[config.mk]
export PLATFORM = sky130hd
export DESIGN_NAME = add32
export DESIGN_NICKNAME = d
export VERILOG_FILES = /design/src/rtl/add32_pkg.sv /design/src/rtl/add32_cla4.sv /design/src/rtl/add32.sv
export SDC_FILE = /design/constraint.sdc
export NUM_CORES = 1
export LEC_CHECK = 0
export BUFFER_PORTS_ARGS = -buffer_cell sky130_fd_sc_hd__buf_2
export CORE_ASPECT_RATIO = 0.8
export CORE_MARGIN = 2
export CORE_UTILIZATION = 35
export DETAILED_ROUTE_END_ITERATION = 16
export HOLD_SLACK_MARGIN = 0.06
export REMOVE_ABC_BUFFERS = 1
export SETUP_SLACK_MARGIN = 0.1
export SLEW_MARGIN = 5
export SYNTH_ARGS = -nofsm -noshare
export SYNTH_HDL_FRONTEND = slang
export SYNTH_SLANG_ARGS = --single-unit
export TNS_END_PERCENT = 5
[constraint.sdc]
create_clock -name clk -period 0.8 [get_ports clk]
set_input_delay 0.04 -clock clk [delete_from_list [all_inputs] [get_ports clk]]
set_output_delay 0.04 -clock clk [all_outputs]
set_load 0.01 [all_outputs]
[src/rtl/add32_pkg.sv]
// Shared constants and overflow helper for the add32 adder and future ALU blocks.
package add32_pkg;

  localparam int ADD32_WIDTH = 32;
  localparam int CLA_GROUP   = 4;

  // Unsigned overflow is the carry-out for add and the borrow (missing carry) for sub.
  function automatic logic ovf_calc(
    input logic is_sign,
    input logic is_sub,
    input logic a_msb,
    input logic bsel_msb,
    input logic sum_msb,
    input logic cout
  );
    logic ovf;
    if (is_sign) ovf = (a_msb == bsel_msb) && (sum_msb != a_msb);
    else         ovf = is_sub ? ~cout : cout;
    return ovf;
  endfunction

endpackage

[src/rtl/add32_cla4.sv]
// 4-bit carry-lookahead group: local sum plus group generate/propagate for the upper tree.
module cla4
  import add32_pkg::*;
(
  input  logic [CLA_GROUP-1:0] a,
  input  logic [CLA_GROUP-1:0] b,
  input  logic                 cin,
  output logic [CLA_GROUP-1:0] sum,
  output logic                 grp_g,
  output logic                 grp_p
);

  logic [CLA_GROUP-1:0] g;
  logic [CLA_GROUP-1:0] p;
  logic [CLA_GROUP-1:0] c;

  always_comb begin
    g = a & b;
    p = a ^ b;
    c[0] = cin;
    c[1] = g[0] | (p[0] & cin);
    c[2] = g[1] | (p[1] & g[0]) | (p[1] & p[0] & cin);
    c[3] = g[2] | (p[2] & g[1]) | (p[2] & p[1] & g[0]) | (p[2] & p[1] & p[0] & cin);
    sum  = p ^ c;
    grp_g = g[3] | (p[3] & g[2]) | (p[3] & p[2] & g[1]) | (p[3] & p[2] & p[1] & g[0]);
    grp_p = &p;
  end

endmodule

[src/rtl/add32.sv]
// Registered 32-bit add/subtract with unsigned and signed overflow, built on a two-level CLA tree.
module add32
  import add32_pkg::*;
#(
  parameter int WIDTH = ADD32_WIDTH
) (
  input  logic             clk,
  input  logic             rst_n,
  input  logic [WIDTH-1:0] a,
  input  logic [WIDTH-1:0] b,
  input  logic             is_sub,
  input  logic             is_sign,
  output logic [WIDTH-1:0] result,
  output logic             overflow
);

  localparam int NGRP = WIDTH / CLA_GROUP;

  logic [WIDTH-1:0] bsel;
  logic [WIDTH-1:0] sum;
  logic [NGRP-1:0]  grp_g;
  logic [NGRP-1:0]  grp_p;
  logic [NGRP:0]    grp_c;
  logic             term;
  logic             acc;
  logic [WIDTH-1:0] result_d;
  logic [WIDTH-1:0] result_q;
  logic             overflow_d;
  logic             overflow_q;

  assign bsel = is_sub ? ~b : b;

  for (genvar i = 0; i < NGRP; i++) begin : g_grp
    cla4 u_cla4 (
      .a     (a[i*CLA_GROUP +: CLA_GROUP]),
      .b     (bsel[i*CLA_GROUP +: CLA_GROUP]),
      .cin   (grp_c[i]),
      .sum   (sum[i*CLA_GROUP +: CLA_GROUP]),
      .grp_g (grp_g[i]),
      .grp_p (grp_p[i])
    );
  end

  // Each group carry is a flat sum of products over all lower groups, so no carry ripples between groups.
  always_comb begin
    term = 1'b0;
    acc  = 1'b0;
    grp_c[0] = is_sub;
    for (int k = 1; k <= NGRP; k++) begin
      acc = 1'b0;
      for (int j = 0; j < k; j++) begin
        term = grp_g[j];
        for (int m = j + 1; m < k; m++) term = term & grp_p[m];
        acc = acc | term;
      end
      term = is_sub;
      for (int m = 0; m < k; m++) term = term & grp_p[m];
      grp_c[k] = acc | term;
    end
  end

  always_comb begin
    result_d   = sum;
    overflow_d = ovf_calc(is_sign, is_sub, a[WIDTH-1], bsel[WIDTH-1], sum[WIDTH-1], grp_c[NGRP]);
  end

  always_ff @(posedge clk or negedge rst_n) begin
    if (!rst_n) begin
      result_q   <= '0;
      overflow_q <= 1'b0;
    end else begin
      result_q   <= result_d;
      overflow_q <= overflow_d;
    end
  end

  assign result   = result_q;
  assign overflow = overflow_q;

endmodule

# == After elaboration in Yosys (flattened, before gate mapping) ==
# Cells that the tools add are included.
# word_totals
reg_bits,33
inputBits,68
out_inout_bits,33
wordCells,298
# classes
n_eq_ne,2
n_mux,3
bitwise,282
n_reduce_logical,9
# op_table
operator,count
1-bit bitwise AND,148
1-bit bitwise OR,108
4-bit bitwise XOR,16
4-bit bitwise AND,8
32-bit two-way mux,1
32-bit inverter,1
4-bit AND reduction,8
1-bit two-way mux,2
1-bit == test,1
1-bit logical AND,1
1-bit inequality test,1
1-bit inverter,1

# == Logic depth before layout (Yosys ltp) ==
# logic_depth
ltp_word,26
depth_mapped,13
mapped_depth_nobuf,11

# == Cells and area by module ==
# A second synthesis with hierarchy kept.
# unflattened
hier_cells,273
hier_area_um2,2776.4
# modules_own_cells
mod,instances,cells_each,area_per_inst_um2,seq_area_each_um2
cla4,8,22,182.7,0.0
add32,1,97,1315.0,825.8

# == Worst setup path before layout ==
# Ideal clock, no wire load.
# synth_path
path_kind,input -> register
startpoint,input is_sub
endpoint,"register result_q[24], in the netlist result[24]"
setup_ns,0.064
arrival_ns,2.917
required_ns,0.736
path_slack_ns,-2.181
cell_stages,13
n_path_buf,2
path_cell_list,clkbuf_1 > clkbuf_1 > xor2_1 > ha_1 > a21oi_2 > o21ai_2 > a2111oi_4 > o21ai_2 > a21oi_2 > nor2_1 > nor2_1 > fa_1 > inv_1
# synth_between
elab_chain_len,18
elab_cells_between_ends,96
classes_between,mux: 1; bitwise: 89; reduce/logical: 6
# synth_lines
element,line_no,rtl
start: declaration,add32.sv:11,"input logic is_sub,"
32-bit two-way mux,add32.sv:31,assign bsel = is_sub ? ~b : b;
4-bit bitwise XOR or 4-bit bitwise AND (tied branches),"add32_cla4.sv:19, add32_cla4.sv:18",
1-bit bitwise AND,add32_cla4.sv:25,grp_g = g[3] | (p[3] & g[2]) | (p[3] & p[2] & g[1]) | (p[3] & p[2] & p[1] & g[0]);
1-bit bitwise OR or 1-bit bitwise AND (tied branches) (2 in a row),add32_cla4.sv:25,
1-bit bitwise OR,add32_cla4.sv:25,
1-bit bitwise AND (5 in a row),add32.sv:53,for (int m = j + 1; m < k; m++) term = term & grp_p[m];
1-bit bitwise OR (5 in a row),add32.sv:54,acc = acc | term;
1-bit bitwise OR,add32.sv:58,grp_c[k] = acc | term;
4-bit bitwise XOR *,add32_cla4.sv:24,sum = p ^ c;
named net g_grp[6].u_cla4.sum[0],add32_cla4.sv:8,"output logic [CLA_GROUP-1:0] sum,"
end signal: assignment,add32.sv:72,result_q <= result_d;
end: declaration,add32.sv:27,logic [WIDTH-1:0] result_q;
# Mark *: on every way through the listed nets, which the timed path passes. The rest lies on a longest branch.

# == Worst setup path in the final report ==
# Same ends and word-level chain as after synthesis.

==> results.md <==
- Outcome: finished, violations left
- Failing checks: negative setup slack
- CP Launch Type: input port
- Worst hold path class: in -> reg
- DR vias: 2,430
- Final ANT Viol Nets: 0
- Pre-CTS WS: -1.90 ns
- Req. time, crit path: ~0.99 ns
- Slew @ Worst Pin: between 0.2 and 0.3 ns
- Most numerous cell in the Yosys netlist: xor2_1
- Number of flops mapped to enable cells by yosys: 0
- First-pass GRT wire length: between 10,000 and 15,000 um
- Port-buffer cells: 100
- Gate Count Post-Synth: 268
- Antenna cells: 0
- CTS tree: done
- Total track usage: 0.166
- Clock buffer count from CTS: 5
- Crit path kind: in -> reg
- Vias in the first global route: approximately 2,400
- DRT Wirelength: roughly 6600 um
- Clock transition at the registers of the reported paths: roughly 0.070 ns
- Initial Util: 0.362
- Post-route cell area: just over 4000 um2
- CTS sink cnt: 33
- Vias per std cell: 4.45
- Root Buffer: clkbuf_8
- Core area: 7390 um2
- Most area-consuming cells after synthesis: dfrtp_1 31%, ha_1 15%, xor2_1 12%
- Routability cong.: just over 0.8
- Area after DPL: ~3800 um2
- Nets: between 500 and 600
- Slew Limit Headroom: 0.801
- Crit Path Max Fanout: 6
- Design Power: around 7.6 mW
- Longest Clk Path Bufs: 2
- Primary FF master, synth: dfrtp_1
- Most frequent cells after synthesis: 38 x xor2_1, 33 x dfrtp_1, 32 x ha_1, 29 x inv_1
- Placed cells: about 530
- Pin count of the biggest net entering global routing: 34
- Final period util: 2.80
- Die ar.: ~8400 um2
- Final Non-Filler Cells: approximately 550
- Setup TNS: -37.19 ns
- Yosys cell types: 37
- TritonRoute pass-1 iters: 4
- Layout area overhead: 54.3%
- Std-Cell Rows: 28
- Top Ports: around 100
- Post-synthesis sequential area ratio: 0.309
- Hold path startpoint: is_sign
- Critical Path AT: around 2.4 ns
- RSZ-0062 raised after global routing: true
- Async SR Flop Fraction: 1.00
- Worst Hold Endpoint: overflow$_DFF_PN0_
- Number of synthesized register bits: 33
- Largest area contributor in the netlist: dfrtp_1
- Max-slew violations: 0
- Die X: ~100 um
- Power density cells: 1850 nW/um2
- Tmin final: roughly 2.2 ns
- Leakage power: about 2.1 nW
- Max-cap viol count: 0
- Post-synth top area share: 0.309
- Fin worst setup slack: -1.44 ns
- Die height: between 80 and 90 um
- GRT overflow: 0
- Total number of H-tree levels: 2
- Hpwl dp: ~5400 um
- FMAX: between 400 and 500 MHz
- Synth Cell Area: between 2000 and 3000 um2
- Avg Cell Area, Syn: approximately 10 um2
- Initial DRC count: 63
- Peak supply drop: 0.855 mV
- Routed wire length per instance: ~12 um
- Ratio of cells with drive above 1 in the final layout: 0.490
- Synth Warn #: 0
- DRC Markers: 0
- Cells on Worst Hold Path: 3
- Setup Viol. Count Final: 66
- Final hold violation count: 0
- CP Capture Type: flip-flop
- Antenna violations before repair: 0
[cells in the final DEF (no fill, tap or decap), drive strengths merged, types with 2 or more instances in the layout]
cell | Yosys | routed
a21oi | 24 | 24
inv | 29 | 29
xor2 | 38 | 38
o21bai | 3 | 3
o211ai | 2 | 2
fa | 7 | 7
ha | 32 | 32
nor2b | 3 | 3
mux2i | 2 | 2
buf | 1 | 168
nand4 | 4 | 4
nand2b | 4 | 4
o21ai | 14 | 14
a21o | 5 | 5
nand2 | 12 | 12
nor3b | 3 | 3
xnor2 | 20 | 20
nor2 | 14 | 14
clkbuf | 3 | 7
dfrtp | 33 | 33
nand3 | 4 | 4
[logic make-up after synthesis]
family / share of synthesized area
compound gates: 0.151
xor+xnor: 0.190
fa+ha+maj: 0.202
buf+inv: 0.0463
flops: 0.309
mux: 0.00749
simple gates: 0.0936
[worst max-delay path: stages]
cell and delay (ns):
buf_12 0.11, buf_12 0.13, xor2_1 0.16, ha_1 0.33, nand4_1 0.16, buf_4 0.19, o41ai_4 0.32, a21oi_2 0.09
o21ai_2 0.09, a21oi_2 0.09, nor2_1 0.09, nor2_1 0.06, fa_2 0.51, inv_1 0.04
[layer usage]
layer  track usage  routed length (um)  vias up
met5             0                   0        -
met4        0.0514                  89        0
li1              -                   -     1242
met1         0.207                2910     1108
met3        0.0362                 397        6
met2         0.289                3220       74
[metrics by stage]
stage	hold slack [ns]	util
after floorplan	-0.256	-
after global placement	0.0124	0.508
after detailed placement	0.0152	0.508
after CTS	0.0741	0.553
after global routing	0.103	0.558
final	0.0817	0.558
[power breakdown]
part	internal (mW)	switching (mW)	total (mW)
clock network	0.778	0.617	1.39
registers	2.19	0.138	2.33
logic	1.99	1.90	3.89
total	4.96	2.66	7.62
[sequential cells by signal (all words and copies together), names as in the netlist]
register  flops
result       32
overflow      1
[layout make-up]
cell class,count,area (um2)
Inverter,29,109
Timing Repair Buffer,169,1100
Tap cell,105,131
Clock inverter,1,5.00
Clock buffer,7,96.3
Sequential cell,33,826
Fill cell,691,3270
Multi-Input combinational cell,202,1850
[how the worst max path moves through the flow]
stage | cells after the start | from | end | slack (ns)
2_1_floorplan | 11 | b[3] | result[24]$_DFF_PN0_ | -1.43
3_3_place_gp | 13 | is_sub | overflow$_DFF_PN0_ | -1.86
3_5_place_dp | 13 | is_sub | overflow$_DFF_PN0_ | -1.90
4_1_cts | 14 | is_sub | result[24]$_DFF_PN0_ | -1.44
5_1_grt | 14 | is_sub | result[24]$_DFF_PN0_ | -1.59
6_report | 14 | is_sub | result[24]$_DFF_PN0_ | -1.44
[timing repair]
action | CTS | global route
setup endpoints to repair | 66 | 66
setup buffers | 7 | 1
endpoints found under the hold margin | 33 | 0
pin swaps | 29 | 6
gates resized for setup | 35 | 9
gates cloned | 1 | 0
hold buffers | 1 | 0
Power figures use the tool's default switching activity.
